<file path="src/rtl/spi_reply_scheduler.sv">
// Per-frame reply scheduler between the SPI slave PHY and the channel reply FIFOs.
// It picks a round-robin data word or the status word, and decodes host frames into writes and requests.
module spi_reply_scheduler #(
    parameter int NUM_CH       = 4,
    parameter int STATUS_EVERY = 8
) (
    input  logic                 clk,
    input  logic                 rst,
    input  logic                 frame_start,
    input  logic                 frame_done,
    input  logic [31:0]          rx_word,
    output logic [31:0]          tx_word,
    output logic                 tx_load,
    input  logic [NUM_CH-1:0]    src_valid,
    input  logic [NUM_CH*28-1:0] src_data,
    output logic [NUM_CH-1:0]    src_ack,
    input  logic [12:0]          rx_fifo_count,
    output logic                 wr_valid,
    output logic [3:0]           wr_index,
    output logic [27:0]          wr_data,
    output logic [7:0]           abort_cnt
);

    typedef enum logic [1:0] {
        IDLE,
        LOAD,
        BUSY
    } state_t;

    state_t                state, state_nx;
    logic [3:0]            rr_ptr;
    logic [7:0]            data_cnt;
    logic                  cnt_req;
    logic                  force_status;
    logic [31:0]           last_status;
    logic [31:0]           tx_word_q;

    logic [2*NUM_CH-1:0]   valid_dbl, rot_dbl, oh_dbl, gnt_dbl;
    logic [NUM_CH-1:0]     rot_valid, oh_rot, grant_oh;
    logic [3:0]            grant_idx;
    logic [27:0]           grant_data;
    logic                  send_status;
    logic [26:0]           status_body;
    logic [31:0]           status_word;
    logic [31:0]           reply_word;
    logic                  loading;
    logic                  abort;
    logic [3:0]            rx_idx;

    // Round-robin: rotate valid so the channel after rr_ptr sits at bit 0,
    // isolate the lowest set bit, then rotate the one-hot back.
    always_comb begin
        valid_dbl  = {src_valid, src_valid};
        rot_dbl    = valid_dbl >> rr_ptr;
        rot_valid  = rot_dbl[NUM_CH-1:0];
        oh_rot     = rot_valid & (-rot_valid);
        oh_dbl     = {oh_rot, oh_rot};
        gnt_dbl    = oh_dbl << rr_ptr;
        grant_oh   = gnt_dbl[2*NUM_CH-1:NUM_CH];
        grant_idx  = '0;
        grant_data = '0;
        for (int unsigned c = 0; c < NUM_CH; c++) begin
            if (grant_oh[c]) begin
                grant_idx  = 4'(c + 1);
                grant_data = src_data[28*c +: 28];
            end
        end
    end

    always_comb begin
        status_body = {cnt_req, ~|src_valid, |rx_fifo_count, rx_fifo_count, 11'(src_valid)};
        status_word = {4'h0, (status_body == last_status[26:0]), status_body};
        send_status = ~|src_valid | cnt_req | force_status
                    | (data_cnt == 8'(STATUS_EVERY));
        reply_word  = send_status ? status_word : {grant_idx, grant_data};
    end

    always_comb begin
        state_nx = state;
        abort    = 1'b0;
        case (state)
            IDLE: if (frame_start) state_nx = LOAD;
            LOAD: state_nx = BUSY;
            BUSY: begin
                if (frame_start) begin
                    state_nx = LOAD;
                    abort    = ~frame_done;
                end else if (frame_done) begin
                    state_nx = IDLE;
                end
            end
            default: state_nx = IDLE;
        endcase
    end

    always_comb begin
        loading = (state == LOAD);
        tx_load = loading;
        tx_word = loading ? reply_word : tx_word_q;
        src_ack = (loading && !send_status) ? grant_oh : '0;
        rx_idx  = rx_word[31:28];
    end

    always_ff @(posedge clk) begin
        if (rst) begin
            state <= IDLE;
        end else begin
            state <= state_nx;
        end
    end

    // Host decode is ordered after the LOAD clear so a request arriving in
    // the load cycle is kept for the next frame.
    always_ff @(posedge clk) begin
        if (rst) begin
            tx_word_q    <= '0;
            rr_ptr       <= 4'(NUM_CH);
            data_cnt     <= '0;
            cnt_req      <= 1'b0;
            force_status <= 1'b0;
            last_status  <= '1;
            wr_valid     <= 1'b0;
            wr_index     <= '0;
            wr_data      <= '0;
            abort_cnt    <= '0;
        end else begin
            wr_valid <= 1'b0;
            if (loading) begin
                tx_word_q <= reply_word;
                if (send_status) begin
                    last_status  <= status_word;
                    data_cnt     <= '0;
                    cnt_req      <= 1'b0;
                    force_status <= 1'b0;
                end else begin
                    rr_ptr   <= grant_idx;
                    data_cnt <= data_cnt + 8'd1;
                end
            end
            if (frame_done) begin
                if (rx_idx == 4'd0) begin
                    if (rx_word[0]) cnt_req <= 1'b1;
                    if (rx_word[1]) force_status <= 1'b1;
                end else if (rx_idx <= 4'(NUM_CH)) begin
                    wr_valid <= 1'b1;
                    wr_index <= rx_idx;
                    wr_data  <= rx_word[27:0];
                end
            end
            if (abort && abort_cnt != 8'hFF) begin
                abort_cnt <= abort_cnt + 8'd1;
            end
        end
    end

endmodule

</file>
<file path="config.mk">
export PLATFORM = sky130hd
export DESIGN_NAME = spi_reply_scheduler
export DESIGN_NICKNAME = d
export VERILOG_FILES = /design/src/rtl/spi_reply_scheduler.sv
export SDC_FILE = /design/constraint.sdc
export NUM_CORES = 1
export LEC_CHECK = 0
export CAP_MARGIN = 5
export CORE_MARGIN = 5
export CORE_UTILIZATION = 45
export CTS_CLUSTER_DIAMETER = 120
export DETAILED_ROUTE_END_ITERATION = 10
export PLACE_DENSITY = 0.86
export SETUP_SLACK_MARGIN = 0.1
export SLEW_MARGIN = 20
export SYNTH_ARGS = -nofsm -noshare
export SYNTH_HDL_FRONTEND = slang
export SYNTH_SLANG_ARGS = --single-unit
</file>
<file path="constraint.sdc">
create_clock -name clk -period 4.1 [get_ports clk]
set_clock_uncertainty 0.05 [all_clocks]
set_input_delay 0.82 -clock clk [delete_from_list [all_inputs] [get_ports clk]]
set_output_delay 0.82 -clock clk [all_outputs]
set_load 0.05 [all_outputs]
</file>
==> flow_metrics.py <==
metrics = {
    "layout": {
        "final_cells": 1038,
        "syn2layout_area_growth_pct": 62.8,
        "drive_gt1_frac": 0.124,
        "design_area_um2": 8670,
        "utilization": 0.753,
        "fill_cells": 743,
        "nNetsFinal": 1058,
        "diodes": 0,
    },
    "hold_path": {
        "worstHoldStart": "wr_data[27]$_SDFFE_PP0P_",
        "hp-class": "register to register",
        "holdPathStages": 2,
        "hold_path_end": "wr_data[27]$_SDFFE_PP0P_",
    },
    "pwr": {
        "intPower_mw": 2.01,
        "p_per_area_nw_per_um2": 335,
        "power_frac_comb": 0.299,
        "p_total_mw": 2.90,
        "power_leakage_nw": 3.39,
        "clockPowerShare": 0.315,
        "p_sw_frac": 0.309,
        "p_sw_uw": 895,
        "p_seq_frac": 0.386,
        "ir_drop_mv": 0.210,
    },
    "critical_path": {
        "startpoint_type": "input pin",
        "cp.required_ns": 3.23,
        "worstPathMaxFanout": 14,
        "crit_slowest_cell": "dlygate4sd2_1",
        "reg2reg_slack_ns": 1.41,
        "worstSetupPathType": "input pin to primary output",
        "critPathCaptureType": "primary output",
        "worst-path-stages": 9,
        "r2r-end": "tx_word_q[15]$_SDFF_PP0_",
        "path_delay_family": "buffers and inverters",
        "cp_data_arrival_time_ns": 2.99,
        "reg2reg_depth": 9,
        "slowest_delay_ns": 0.39,
        "cp_cell_sequence": "dlygate4sd2_1, nor2b_1, o21bai_2, and2_1, buf_4, a221o_1, a22oi_1, nand2_1, buf_12",
        "crit_buf_inv": 3,
        "timing.rr.start": "data_cnt[0]$_SDFFE_PP0P_",
    },
    "sta": {
        "rsz0062_at_grt": "false",
        "hold_violations": 0,
        "fin_ws_ns": 0.242,
        "setup_viol": 0,
        "slew_violations": 0,
        "tightest_slew_ns": 1.12,
        "fmax_mhz": 259,
        "fin_crit_ns": 3.86,
        "min_period_over_period": 0.941,
        "setup_tns_ns": 0,
        "holdWs_ns": 0.405,
        "relSlewSlack": 0.252,
    },
    "drt": {
        "vias_per_cell": 5.79,
        "drt-initial-drc-count": 531,
        "vias": 6009,
        "wl_per_cell_um": 19.2,
        "final_antenna_net_count": 0,
        "routed_wl_um": 19900,
        "dr.pass1.iters": 7,
        "drc_errors": 0,
    },
    "clock_network": {
        "cts_buffers": 9,
        "path_clk_slew_ns": 0.07,
        "cts_max_level": 3,
        "cts_tree": "built",
        "cts_buffer_depth": 2,
        "cts_num_sinks": 109,
        "cts_root_buffer": "clkbuf_16",
        "hold_buffers": 0,
        "clock_latency_ns": 0.35,
    },
    "synth": {
        "async_flop_share": 0,
        "syn_nets": 828,
        "synth_top_area_share": 0.410,
        "seq_area_frac_synth": 0.410,
        "synth_area_um2": 5330,
        "ys_warn_count": 0,
        "synth_common_cells": "166 x nand2_1, 109 x dfxtp_1, 56 x a21oi_1",
        "synth_edf_count": 0,
        "yosysMostFrequentCell": "nand2_1",
        "synth_area_leader_cell": "dfxtp_1",
        "yosys-top-cells-area": "dfxtp_1 41%, nand2_1 12%, a21oi_1 5.3%, a221o_1 4.1%, xor2_1 3.3%",
        "ys_ff_latch": 109,
        "syn_area_per_cell_um2": 8.07,
        "synth.distinct_cells": 57,
        "synthCells": 660,
        "synthFlopType": "dfxtp_1",
    },
    "floorplan": {
        "die_x_um": 119,
        "num_rows": 39,
        "ios": 243,
        "start_util": 0.463,
        "die_y_um": 119,
        "core_um2": 11500,
        "dieArea_um2": 14100,
    },
    "global_route": {
        "antenna_found_initial": 0,
        "grt_pass1_vias": 5998,
        "grt_start_max_net_pins": 105,
        "track_usage": 0.272,
        "grt_pass1_wl_um": 31500,
        "grt_overflow_total": 0,
    },
    "placed_design": {
        "place_hpwl_um": 14500,
        "place_ws_ns": -0.00436,
        "post_dp_cell_area_um2": 8270,
        "gp_congestion": 0.870,
        "numPortBuffers": 242,
        "dp_cells": 1019,
    },
    "status": {
        "status": "completed",
    },
    "flow_run": {
        "max_cap_violations": 0,
    },
}
-- placed cells by master (no fill, tap or decap), types with 3 or more instances in the layout --
cell type and n:
a31oi_1 8, xor2_1 20, inv_1 4, a221o_1 22
or3_1 3, clkdlybuf4s50_1 202, o21ai_0 5, a32oi_1 8
buf_4 25, clkinv_4 3, o211ai_1 8, a22o_1 4
a21oi_1 56, nor2b_1 7, nand2_2 8, xnor2_1 11
nand2_1 166, nor4_1 6, nand3_1 25, clkbuf_16 9
nand3b_1 16, a21oi_2 8, dfxtp_1 109, a21o_1 6
a211o_1 4, nor3b_1 4, a22oi_1 20, and2_1 5
dlymetal6s2s_1 3, ha_1 3, nor2_1 30, buf_12 38
nand4_1 10
-- registers in the layout, summed over array words and instances (netlist names) --
name          flops
abort_cnt         8
cnt_req           1
data_cnt          8
force_status      1
last_status      21
rr_ptr            3
state             2
tx_word_q        32
wr_data          28
wr_index          4
wr_valid          1
-- cells by family (layout without fill, tap and decap cells) --
kind of cell	Yosys count	in the layout	share of synthesized area
adder cells (fa/ha/maj)	3	3	0.00705
buffers and inverters	55	289	0.0484
AO/OA/AOI/OAI	164	164	0.221
flip-flops	109	109	0.410
XOR/XNOR	31	31	0.0510
AND/OR/NAND/NOR	296	297	0.260
multiplexers	2	2	0.00376
-- layout make-up --
cell class	instances	area, um^2	share of cell area
clock buffer	9	225	0.0260
timing repair buffer	269	3020	0.348
sequential	109	2180	0.252
clock inverter	7	92.6	0.0107
tap	143	179	0.0206
inverter	4	15.0	0.00173
multi-input combinational	497	2960	0.342
-- worst max-delay path by stage --
| stage | start | to | slack (ns) |
|---|---|---|---|
| 6_report | src_valid[0] | tx_word[18] | 0.24 |
| 5_1_grt | src_valid[0] | tx_word[22] | 0.15 |
| 4_1_cts | src_valid[2] | tx_word[22] | 0.07 |
| 3_5_place_dp | src_valid[2] | tx_word[18] | -0.004 |
| 3_3_place_gp | src_valid[2] | tx_word[22] | 0.08 |
| 2_1_floorplan | src_valid[0] | tx_word[0] | 0.43 |
-- worst min-delay path: cells and delay by family (launching register included) --
kind | cells | cell delay, ns
compound gates | 1 | 0.05
flops | 1 | 0.31
simple gates | 1 | 0.05
-- layer usage --
layer	track usage	up-vias	share of wire
li1	-	2804	-
met2	0.466	317	0.50
met1	0.336	2829	0.38
met3	0.0521	59	0.077
met5	0	-	0
met4	0.110	0	0.036
-- power groups by stage --
stage	registers, mW	logic [mW]	clock network, mW
2_1_floorplan	1.18	0.362	0
3_3_place_gp	1.14	0.840	0
3_5_place_dp	1.14	0.852	0
4_1_cts	1.12	0.861	0.919
5_1_grt	1.12	0.910	0.967
6_report	1.12	0.868	0.914
-- repair_timing --
| item | 4_1_cts | 5_1_grt |
|---|---|---|
| endpoints found under the setup margin | 18 | 28 |
| resized for setup | 6 | 7 |
| pin swaps | 2 | 1 |
| endpoints found under the hold margin | 0 | 0 |
| gates cloned | 0 | 1 |
| setup buffers | 2 | 0 |
No activity file was read; power rests on OpenSTA's default activity.
